## src/rtl/frog_grid.sv

```systemverilog
// Frog position engine for the LED-matrix Frogger game: one position register,
// lives/score bookkeeping, a tick-timed death blink and a game-over state.
module frog_grid #(
    parameter int COLS        = 8,
    parameter int ROWS        = 8,
    parameter int START_X     = 3,
    parameter int START_Y     = 7,
    parameter int WRAP_X      = 0,
    parameter int LIVES       = 3,
    parameter int BLINK_TICKS = 4,
    localparam int XW         = $clog2(COLS),
    localparam int YW         = $clog2(ROWS)
) (
    input  logic                 clock,
    input  logic                 reset,
    input  logic                 L,
    input  logic                 R,
    input  logic                 U,
    input  logic                 D,
    input  logic                 crash,
    input  logic                 win,
    input  logic                 tick,
    output logic [ROWS*COLS-1:0] lightOn,
    output logic [XW-1:0]        frogX,
    output logic [YW-1:0]        frogY,
    output logic [2:0]           lives,
    output logic [3:0]           score,
    output logic                 gameOver
);

    localparam int N  = ROWS * COLS;
    localparam int IW = $clog2(N);
    localparam int CW = $clog2(BLINK_TICKS + 1);

    localparam logic [XW-1:0] X_START = XW'(START_X);
    localparam logic [YW-1:0] Y_START = YW'(START_Y);
    localparam logic [XW-1:0] X_MAX   = XW'(COLS - 1);
    localparam logic [YW-1:0] Y_MAX   = YW'(ROWS - 1);
    localparam logic [2:0]    LV_INIT = 3'(LIVES);
    localparam logic [CW-1:0] CNT_END = CW'(BLINK_TICKS - 1);

    typedef enum logic [1:0] {
        ALIVE = 2'd0,
        DYING = 2'd1,
        OVER  = 2'd2
    } state_t;

    state_t        r_state, w_state_nxt;
    logic [XW-1:0] r_x, w_x_nxt;
    logic [YW-1:0] r_y, w_y_nxt;
    logic [2:0]    r_lives, w_lives_nxt;
    logic [3:0]    r_score, w_score_nxt;
    logic [CW-1:0] r_cnt, w_cnt_nxt;
    logic          r_phase, w_phase_nxt;
    logic [IW-1:0] w_idx;
    logic          w_show;

    function automatic logic [3:0] sat_inc4(input logic [3:0] v);
        return (v == 4'hF) ? v : v + 4'd1;
    endfunction

    always_ff @(posedge clock) begin
        if (reset) begin
            r_state <= ALIVE;
            r_x     <= X_START;
            r_y     <= Y_START;
            r_lives <= LV_INIT;
            r_score <= '0;
            r_cnt   <= '0;
            r_phase <= 1'b0;
        end else begin
            r_state <= w_state_nxt;
            r_x     <= w_x_nxt;
            r_y     <= w_y_nxt;
            r_lives <= w_lives_nxt;
            r_score <= w_score_nxt;
            r_cnt   <= w_cnt_nxt;
            r_phase <= w_phase_nxt;
        end
    end

    always_comb begin
        w_state_nxt = r_state;
        w_x_nxt     = r_x;
        w_y_nxt     = r_y;
        w_lives_nxt = r_lives;
        w_score_nxt = r_score;
        w_cnt_nxt   = r_cnt;
        w_phase_nxt = r_phase;
        case (r_state)
            ALIVE: begin
                if (crash) begin
                    w_lives_nxt = r_lives - 3'd1;
                    if (r_lives == 3'd1) begin
                        w_state_nxt = OVER;
                    end else begin
                        w_state_nxt = DYING;
                        w_cnt_nxt   = '0;
                        w_phase_nxt = 1'b0;
                    end
                end else if (win) begin
                    w_x_nxt     = X_START;
                    w_y_nxt     = Y_START;
                    w_score_nxt = sat_inc4(r_score);
                end else begin
                    // Only a single asserted direction is a legal move request.
                    case ({L, R, U, D})
                        4'b1000: begin
                            if (r_x != '0)       w_x_nxt = r_x - 1'b1;
                            else if (WRAP_X != 0) w_x_nxt = X_MAX;
                        end
                        4'b0100: begin
                            if (r_x != X_MAX)    w_x_nxt = r_x + 1'b1;
                            else if (WRAP_X != 0) w_x_nxt = '0;
                        end
                        4'b0010: if (r_y != '0)    w_y_nxt = r_y - 1'b1;
                        4'b0001: if (r_y != Y_MAX) w_y_nxt = r_y + 1'b1;
                        default: ;
                    endcase
                end
            end
            DYING: begin
                if (tick) begin
                    if (r_cnt == CNT_END) begin
                        w_state_nxt = ALIVE;
                        w_x_nxt     = X_START;
                        w_y_nxt     = Y_START;
                        w_cnt_nxt   = '0;
                        w_phase_nxt = 1'b0;
                    end else begin
                        w_cnt_nxt   = r_cnt + 1'b1;
                        w_phase_nxt = ~r_phase;
                    end
                end
            end
            OVER: ;
            default: w_state_nxt = ALIVE;
        endcase
    end

    assign w_idx  = IW'(r_y) * IW'(COLS) + IW'(r_x);
    assign w_show = (r_state == ALIVE) || ((r_state == DYING) && r_phase);

    always_comb begin
        lightOn = '0;
        if (w_show) lightOn[w_idx] = 1'b1;
    end

    assign frogX    = r_x;
    assign frogY    = r_y;
    assign lives    = r_lives;
    assign score    = r_score;
    assign gameOver = (r_state == OVER);

endmodule

```

## config.mk

```make
export PLATFORM = sky130hd
export DESIGN_NAME = frog_grid
export DESIGN_NICKNAME = d
export VERILOG_FILES = /design/src/rtl/frog_grid.sv
export SDC_FILE = /design/constraint.sdc
export NUM_CORES = 1
export LEC_CHECK = 0
export CAP_MARGIN = 20
export CORE_UTILIZATION = 30
export CTS_CLUSTER_SIZE = 8
export DETAILED_ROUTE_END_ITERATION = 6
export PLACE_DENSITY = 0.75
export SLEW_MARGIN = 20
export SYNTH_ARGS = -nofsm -noshare
export SYNTH_HDL_FRONTEND = slang
export SYNTH_SLANG_ARGS = --single-unit
```

## constraint.sdc

```tcl
create_clock -name clock -period 2.5 [get_ports clock]
set_clock_uncertainty 0.1 [all_clocks]
set_input_delay 0.5 -clock clock [delete_from_list [all_inputs] [get_ports clock]]
set_output_delay 0.5 -clock clock [all_outputs]
set_load 0.005 [all_outputs]
```

### After elaboration in Yosys (flattened, before gate mapping)

Cells that the tools add are included.

* output and inout port bits: 78
* flip-flop bits (word level): 19
* bits of input ports: 9
* logic and storage cells: 90

* eq/ne operators: 22
* order comparisons: 2
* $add $sub $neg: 8
* multiplexer cells: 34
* bitwise gates (word level): 4
* reductions and logical operators: 13

Operators by type and width (number)
* 64-bit 2-to-1 mux: 1
* 3-bit 2-to-1 mux: 16
* 3-bit case mux with 2 select lines: 5
* 4-bit != test, second input constant: 4
* 7-bit AND reduction: 2
* 4-bit AND reduction: 3
* 2-bit != test, second input constant: 5
* 3-bit by 1-bit adder with 3-bit output, second input constant: 3
* 3-bit by 1-bit subtractor with 3-bit output, second input constant: 3
* 4-bit equality test, second input constant: 2
* 2-bit 2-to-1 mux: 4
* 4-bit by 2-bit != test with 1-bit output, second input constant: 2
* 6-bit by 7-bit < comparator with 1-bit output, second input constant: 1
* 6-bit by 3-bit adder with 6-bit output: 1
* 1-bit demux with 6-bit select: 1
* 6-bit by 1-bit greater-or-equal comparator with 1-bit output, second input constant: 1
* 3-bit != test, second input constant: 2
* 2-bit case mux with 3 select lines: 1
* 3-bit nonzero test: 2
* 1-bit 2-to-1 mux: 5
* 4-bit by 1-bit adder with 4-bit output, second input constant: 1
* 4-bit by 1-bit equality test with 1-bit output, second input constant: 1
* 4-bit by 2-bit equality test with 1-bit output, second input constant: 1
* 4-bit by 3-bit equality test with 1-bit output, second input constant: 1
* 11 further kinds: 15

### Depth between registers and ports, before layout

Gate-level depths: netlist (run 1).

* depth in word-level cells: 6
* gate-level depth with buffers: 8
* depth with buffers taken out: 8

### Worst setup path before layout (run 1)

OpenSTA, ideal clock, no wires.

* path kind: input to register
* start: input U
* end: register r_y[2] (netlist: frogY[2])
* setup time: 120 ps
* path slack: 255 ps
* arrival time: 2026 ps
* buffers on the path: 0
* cell stages on the path: 7
* cells stage by stage: nor4b_2 xnor2_1 ha_1 nor3_1 a21oi_1 or4_1 o31a_1

* cells in the longest elaborated chain, start to end: 5
* elaborated cells on any way between the ends: 10
* classes of those cells: eq/ne (5); mux (4); reduce/logical (1)

Ends and longest elaborated chain
* start, declared: RTL line 18 `input logic U,`
* 4-bit by 1-bit equality test with 1-bit output or 4-bit by 2-bit equality test with 1-bit output (tied branches): RTL line 107 `case ({L, R, U, D})`
* 3-bit case mux with 2 select lines: RTL line 107
* 3-bit 2-to-1 mux: RTL line 101 `end else if (win) begin`
* 3-bit 2-to-1 mux: RTL line 92 `if (crash) begin`
* 3-bit case mux with 2 select lines: RTL line 90 `case (r_state)`
* end signal, assigned: RTL line 74 `r_y <= w_y_nxt;`
* end, declared: RTL line 50 `logic [YW-1:0] r_y, w_y_nxt;`

Parallel ways exist; a longest one is shown, timed or not. The select of a mux whose other input is x is not followed.
A chain may end at the register's enable or synchronous reset.

### Worst setup path in the final report (run 1)

* start: register r_phase
* end: output lightOn[22]

* cells in the longest elaborated chain, start to end: 3

Ends and longest elaborated chain
* start, declared: RTL line 54 `logic r_phase, w_phase_nxt;`
* start signal, assigned: RTL line 78 `r_phase <= w_phase_nxt;`
* 1-bit logical AND: RTL line 142 `assign w_show = (r_state == ALIVE) || ((r_state == DYING) && r_phase);`
* 1-bit logical OR: RTL line 142
* 64-bit 2-to-1 mux: RTL line 146 `if (w_show) lightOn[w_idx] = 1'b1;`
* end, declared: RTL line 23 `output logic [ROWS*COLS-1:0] lightOn,`

Every way passes these cells.

==> results.txt, run 1 <==
----------------------------------------------------
[STA]
  Tightest slew margin relative to the limit ... 76.0%
  Hold Worst Slack ... 366 ps
  Fmax ... 399 MHz
  Worst Setup Slack, final ... -7.64 ps
  Setup repair after global routing missed its margin ... yes
  Worst-Margin Slew ... 358 ps
  Count of endpoints failing setup in the final report ... 1
  Final max-slew violation count ... 0
  Final min period ... 2510 ps
  Part of the cycle the worst path needs ... 100%
  Sum Neg Setup Slack ... -7.64 ps
  Count of endpoints failing hold in the final timing report ... 0

[Pwr]
  Pwr dens ... 334 nW/µm²
  Worst supply voltage drop on vdd ... 347 µV
  Leakage dissipation ... 1.48 nW
  Total power ... 0.915 mW

[Synth]
  Number of warnings reported in the yosys synthesis log ... 0
  Async set-or-reset flop fraction in the synthesized netlist ... 0%
  Top post-synthesis cells by area ... sky130_fd_sc_hd__dfxtp_1 24%, sky130_fd_sc_hd__nor2_1 16%, sky130_fd_sc_hd__ha_1 4.8%
  Number of enable-type register cells in the synthesized netlist ... 0
  Leading register cell type out of synthesis ... sky130_fd_sc_hd__dfxtp_1
  Most instantiated cells after synthesis ... 66 x sky130_fd_sc_hd__nor2_1, 19 x sky130_fd_sc_hd__dfxtp_1, 17 x sky130_fd_sc_hd__nand2_1
  Number of synthesized register bits ... 19
  Cell count after synthesis ... 224
  Area share of the leading cell type in the synthesized netlist ... 24.2%
  Post-Synthesis Net Count ... 239
  Part of the Yosys area used for sequential elements ... 24.2%
  Most numerous cell in the Yosys netlist ... sky130_fd_sc_hd__nor2_1
  Area of the mapped netlist ... 1570 µm²
  Average size of a mapped cell ... 7.02 µm²
  Cell type with the largest total area after synthesis ... sky130_fd_sc_hd__dfxtp_1
  Count of unique library cells instantiated by Yosys ... 47

[Final layout]
  Layout cells sized above 1 ... 23.9%
  Synthesis-to-layout area growth ... 74.1%
  Diodes inserted ... 0
  Finished layout cell area ... 2740 µm²
  Layout net count ... 346
  Core occupancy in the finished layout ... 56.1%
  Layout Cells excl Fill ... 397

[Min path]
  Hold/Removal Path Class ... reg -> reg
  Start point of the worst min-delay path ... r_cnt[1]

[Critical path]
  Largest delay share family, worst path ... simple AND/OR/NAND/NOR gates
  Critical Path Source ... r_phase
  Critical path start-end classification ... reg -> out
  Worst reg2reg startpoint ... r_state[0]
  Chain of cells forming the critical path ... inv_2 -> a21o_1 -> or4b_4 -> buf_6 -> nor4bb_1 -> buf_2
  Worst stage delay on the critical path ... 530 ps
  Max FO, Critical Path ... 3
  Critical path required time ... 1900 ps
  Crit. End Element ... output pin
  Critical path buffers and inverters ... 3
  Type of origin of the critical path ... flop
  CP max-delay cell ... sky130_fd_sc_hd__or4b_4
  WP data arrival ... 1910 ps
  R2r setup slk ... 320 ps

[Run status]
  Failing checks ... setup timing
  Outcome ... finished, violations left

[Detailed routing]
  Remaining routing DRC violations ... 0
  Drt first pass iters ... 4
  Post-route ant nets ... 0
  Post-DR wirelength/cell ... 13.3 µm
  Avg Vias per Cell ... 4.76
  Detailed router's first-iteration violation count ... 61
  Vias after detailed routing ... 1891
  Routed wire length ... 5270 µm

[Placement]
  Routability congestion estimate ... 0.828
  I/O Buffers ... 86
  Cells after DPL ... 385
  Post-Place Setup Slack ... -222 ps
  Area after DPL ... 2610 µm²
  Post-DP HPWL ... 3980 µm

[Global routing]
  GRT Overall Usage ... 17.4%
  Largest net degree at the start of global routing ... 15
  Met3 track utilization from global routing ... 2.44%
  Vias in the first global route ... 1675
  GR met2 Demand/Resource ... 34.3%
  Met1 usage ... 18.9%
  Number of antenna violations at the first check in global routing ... 0
  Top Usage Layer GRT ... met2
  Wire length of the first global-routing pass ... 7560 µm
  GR Overflow Total ... 0

[CTS]
  Root Driver ... sky130_fd_sc_hd__clkbuf_8
  TritonCTS clock tree ... built
  Max Root-Sink Buffers ... 2
  Number of levels in the clock H-tree ... 1
  Clock Latency Late Sink ... 260 ps
  Hold bufs inserted after CTS ... 0
  Num Clock Sinks ... 19
  Clock buffer count from CTS ... 3
  Clock transition at the registers of the reported paths ... 70 ps

[Job]
  Max cap viols ... 0

[Floorplan]
  Die Y-Extent ... 74.4 µm
  Die footprint ... 5530 µm²
  Initial Utilization ... 32.2%
  Standard-cell row count ... 25
  Core area ... 4880 µm²
  Boundary pin count ... 87
  Die extent in x ... 74.4 µm

----------------------------------------------------
## flip-flops by register name (all words and copies together) (netlist names)
signal and count:
score 4, lives 3, frogY 3, r_phase 1
r_state 2, r_cnt 3, frogX 3
## worst paths after layout
path,end,cells after the start
min,r_cnt[1],2
max,lightOn[22],6
max reg2reg,frogY[2],6
min reg2reg,r_cnt[1],2
## worst reg2reg max path, stage by stage (launching register included)
cell,delay (ps)
sky130_fd_sc_hd__dfxtp_1,330
sky130_fd_sc_hd__buf_4,190
sky130_fd_sc_hd__and2b_2,240
sky130_fd_sc_hd__a211oi_1,340
sky130_fd_sc_hd__a21bo_4,270
sky130_fd_sc_hd__or4_1,490
sky130_fd_sc_hd__o31a_1,110
## layout by cell type, fill, tap and decap left out, drive strengths merged, types with 2 or more instances in the layout
master and instances:
nor2 66, buf 36, dlygate4sd2 31, clkdlybuf4s50 27, dfxtp 19, nand2 17, dlymetal6s2s 15, clkbuf 15
nor3 12, a21oi 11, inv 7, nand3b 6, ha 6, or2 5, xnor2 5, mux2i 5
nand3 5, nand2b 5, nor4b 4, or4b 3, nand4 3, or3b 3, or3 3, a21o 2
a211oi 2, xor2 2, a21bo 2
## area by class of cell
type                       instances  area [µm²]
fill                             482        2140
clock buffer                       4        45.0
tap                               67        83.8
sequential                        19         385
timing repair buffer             120        1060
multi-input combinational        180        1130
inverter                           7        26.3
## kinds of logic (layout without fill, tap and decap cells)
group,Yosys count,count (layout),share of synthesized area (%)
xor+xnor,7,7,3.90
mux,5,5,3.18
flops,19,19,24.2
buf+inv,25,131,8.04
fa+ha+maj,6,6,4.78
simple gates,138,138,45.1
compound gates,24,24,10.7
## routing by layer
layer / vias to the layer above / wire (µm)
met5: - / 0
met4: 0 / 72
met3: 7 / 369
met2: 68 / 2590
met1: 856 / 2240
li1: 960 / -
## power by group
group	internal (mW)	switching, mW	leakage [nW]	total (mW)
clock network	0.114	0.103	0.0228	0.217
registers	0.323	0.0146	0.155	0.338
logic	0.181	0.179	1.31	0.360
total	0.618	0.297	1.48	0.915
## what timing repair did
action | 4_1_cts | 5_1_grt
pin swaps | 2 | 2
resized for setup | 65 | 47
setup endpoints to repair | 61 | 35
setup buffers | 6 | 2
Note: power is estimated with default switching activity, not from simulation.
==> run 2, diff against run 1 <==
--- a/config.mk
+++ b/config.mk
@@ -10,6 +10,7 @@
 export CTS_CLUSTER_SIZE = 8
 export DETAILED_ROUTE_END_ITERATION = 6
 export PLACE_DENSITY = 0.75
+export REMOVE_ABC_BUFFERS = 1
 export SLEW_MARGIN = 20
 export SYNTH_ARGS = -nofsm -noshare
 export SYNTH_HDL_FRONTEND = slang
==> run 2 against run 1 <==
  * Sequential share of layout area is 0.26 points lower
  * Utilization is 1.4 points higher
  * First-iteration DRC count is 52% higher
  * Via count is 2.4% higher
  * The run now ends clean
  * Setup slack better by 19 ps
  * Flip-flop and latch count stayed put
  * Largest cell class unchanged
==> results.txt, run 2 (same netlist as run 1, synthesis figures left out) <==
----------------------------------------------------
[Final layout]
  Layout Cells excl Fill ... 400 (+0.76%)
  Area taken by flip-flops and latches ... 388 µm² (+0.65%)
  Final-layout fill cell count ... 469 (-2.7%)
  Layout net count ... 349 (+0.87%)
  Multi-input logic area ... 1160 µm² (+2.2%)
  Diodes inserted ... 0 (unchanged)
  Layout cells sized above 1 ... 23.1% (-0.82 points)
  Max reg flops ... 4 (unchanged)
  Most frequent standard cell in the layout excluding fill and tap cells ... sky130_fd_sc_hd__nor2_1
  Synthesis-to-layout area growth ... 78.5%
  Leading cell types in the layout, fill and taps excluded ... 65 x sky130_fd_sc_hd__nor2_1, 37 x sky130_fd_sc_hd__dlygate4sd2_1, 34 x sky130_fd_sc_hd__buf_4

[STA]
  Part of the cycle the worst path needs ... 99.6% (-0.75 points)
  Tightest slew margin relative to the limit ... 76.2% (+0.18 points)
  Fmax ... 402 MHz (+0.76%)
  Count of endpoints failing hold in the final timing report ... 0 (unchanged)
  Worst Setup Slack, final ... 11.2 ps (+18.8 ps)
  Setup repair after global routing missed its margin ... yes
  Worst-Margin Slew ... 355 ps (-2.65 ps)
  Final max-slew violation count ... 0 (unchanged)
  Final min period ... 2490 ps (-18.8 ps)
  Count of endpoints failing setup in the final report ... 0 (-1)

[Global routing]
  Met1 usage ... 22.2% (+3.3 points)
  GRT Overall Usage ... 18.9% (+1.5 points)
  Number of antenna violations at the first check in global routing ... 0 (unchanged)
  Top Usage Layer GRT ... met2
  Wire length of the first global-routing pass ... 8070 µm (+6.8%)
  Met3 track utilization from global routing ... 3.52% (+1.1 points)
  GR met2 Demand/Resource ... 34.8% (+0.50 points)
  GR Overflow Total ... 0 (unchanged)
  Largest net degree at the start of global routing ... 15 (unchanged)
  Vias in the first global route ... 1657 (-1.1%)

[Detailed routing]
  Drt first pass iters ... 4 (unchanged)
  Post-route ant nets ... 0 (unchanged)
  Vias after detailed routing ... 1937 (+2.4%)
  Detailed router's first-iteration violation count ... 93 (+52%)
  Post-DR wirelength/cell ... 13.8 µm (+3.8%)
  Avg Vias per Cell ... 4.84 (+1.7%)
  Routed wire length ... 5520 µm (+4.6%)
  Remaining routing DRC violations ... 0 (unchanged)

[Min path]
  Hold/Removal Path Class ... reg -> reg
  Start point of the worst min-delay path ... r_cnt[1]

[CTS]
  Max Root-Sink Buffers ... 2 (unchanged)
  Clock buffer count from CTS ... 3 (unchanged)
  Clock transition at the registers of the reported paths ... 70 ps (about the same)
  Root Driver ... sky130_fd_sc_hd__clkbuf_8
  TritonCTS clock tree ... built
  Number of levels in the clock H-tree ... 1 (unchanged)
  Num Clock Sinks ... 19 (unchanged)
  Clock Latency Late Sink ... 250 ps (about the same)

[Run status]
  Outcome ... complete, no violations

[Critical path]
  Worst reg2reg startpoint ... r_state[0]
  Critical Path Source ... r_phase
  Type of origin of the critical path ... flop
  Crit. End Element ... output pin
  Critical path start-end classification ... reg -> out
  WP data arrival ... 1890 ps (-20 ps)
  Max FO, Critical Path ... 3 (unchanged)
  Critical path required time ... 1900 ps (about the same)

[Floorplan]
  Boundary pin count ... 87 (unchanged)
  Die extent in x ... 74.4 µm (unchanged)
  Core area ... 4880 µm² (unchanged)
  Die Y-Extent ... 74.4 µm (unchanged)
  Initial Utilization ... 32.2% (unchanged)
  Standard-cell row count ... 25 (unchanged)
  Die footprint ... 5530 µm² (unchanged)

[Pwr]
  Worst supply voltage drop on vdd ... 343 µV (-1.0%)
  Pwr dens ... 323 nW/µm² (-3.3%)
  Leakage dissipation ... 1.47 nW (-1.1%)

[Placement]
  Cells after DPL ... 387 (+0.52%)
  I/O Buffers ... 86 (unchanged)
  Post-Place Setup Slack ... -337 ps (-115 ps)
  Routability congestion estimate ... 0.776 (-6.3%)
  Post-DP HPWL ... 4220 µm (+6.1%)

[Job]
  Max cap viols ... 0 (unchanged)

----------------------------------------------------
## run 2: cell types whose count changed in the layout (fill, tap and decap cells not counted), sizes merged
cell / change
dlygate4sd2: +6
clkdlybuf4s50: +4
clkbuf: -8
buf: +3
dlymetal6s2s: -4
clkdlybuf4s15: +2
## run 2: routing by layer
metal / wire, µm / share of wire [%]
met1: 2380 / 43
met2: 2670 / 48
met5: 0 / 0
met3: 413 / 7.5
met4: 53 / 0.96
## run 2: final timing paths
kind	cells past startpoint	endpoint	slack, ps
setup / recovery	6	lightOn[22]	10
hold / removal	2	r_cnt[1]	360
setup reg to reg	6	frogY[2]	310
hold reg to reg	2	r_cnt[1]	360
## run 2: critical path: stages (launching register included)
cell                       delay, ps
sky130_fd_sc_hd__dfxtp_2         340
sky130_fd_sc_hd__inv_2            40
sky130_fd_sc_hd__a21o_1          200
sky130_fd_sc_hd__or4b_4          510
sky130_fd_sc_hd__buf_6           140
sky130_fd_sc_hd__nor4bb_1        240
sky130_fd_sc_hd__buf_2           170
## run 2: what timing repair did
item / CTS / global route
setup buffers: 4 / 5
gates cloned: 0 / 0
gates resized for setup: 71 / 27
setup endpoints to repair: 57 / 29
hold buffers: 0 / 0
pin swaps: 3 / 7
## run 2: final cells by class
| type | instances | area share (%) |
|---|---|---|
| inverters | 7 | 0.937 |
| repair buffers | 123 | 39.4 |
| flip-flops and latches | 19 | 13.8 |
| well taps | 67 | 2.99 |
| multi-input cells | 180 | 41.2 |
| clock buffers | 4 | 1.61 |
## run 2: where the power goes
group          total [mW]  internal (mW)  switching, mW
clock               0.210          0.113         0.0966
combinational       0.361          0.178          0.183
sequential          0.337          0.322         0.0143
total               0.907          0.613          0.294
## run 2: per-stage QoR
stage | power [mW] | setup TNS [ps] | hold WS [ps] | instance area [µm²] | utilization, %
finish | 0.907 | 0 | 358 | 2810 | 57.5
global route | 0.964 | -132 | 381 | 2810 | 57.5
CTS | 0.899 | 0 | 364 | 2710 | 55.5
detailed placement | 0.680 | -1990 | 355 | 2630 | 53.8
global placement | 0.673 | -1530 | 344 | 2630 | 53.8
floorplan | 0.514 | 0 | 330 | 1470 | -
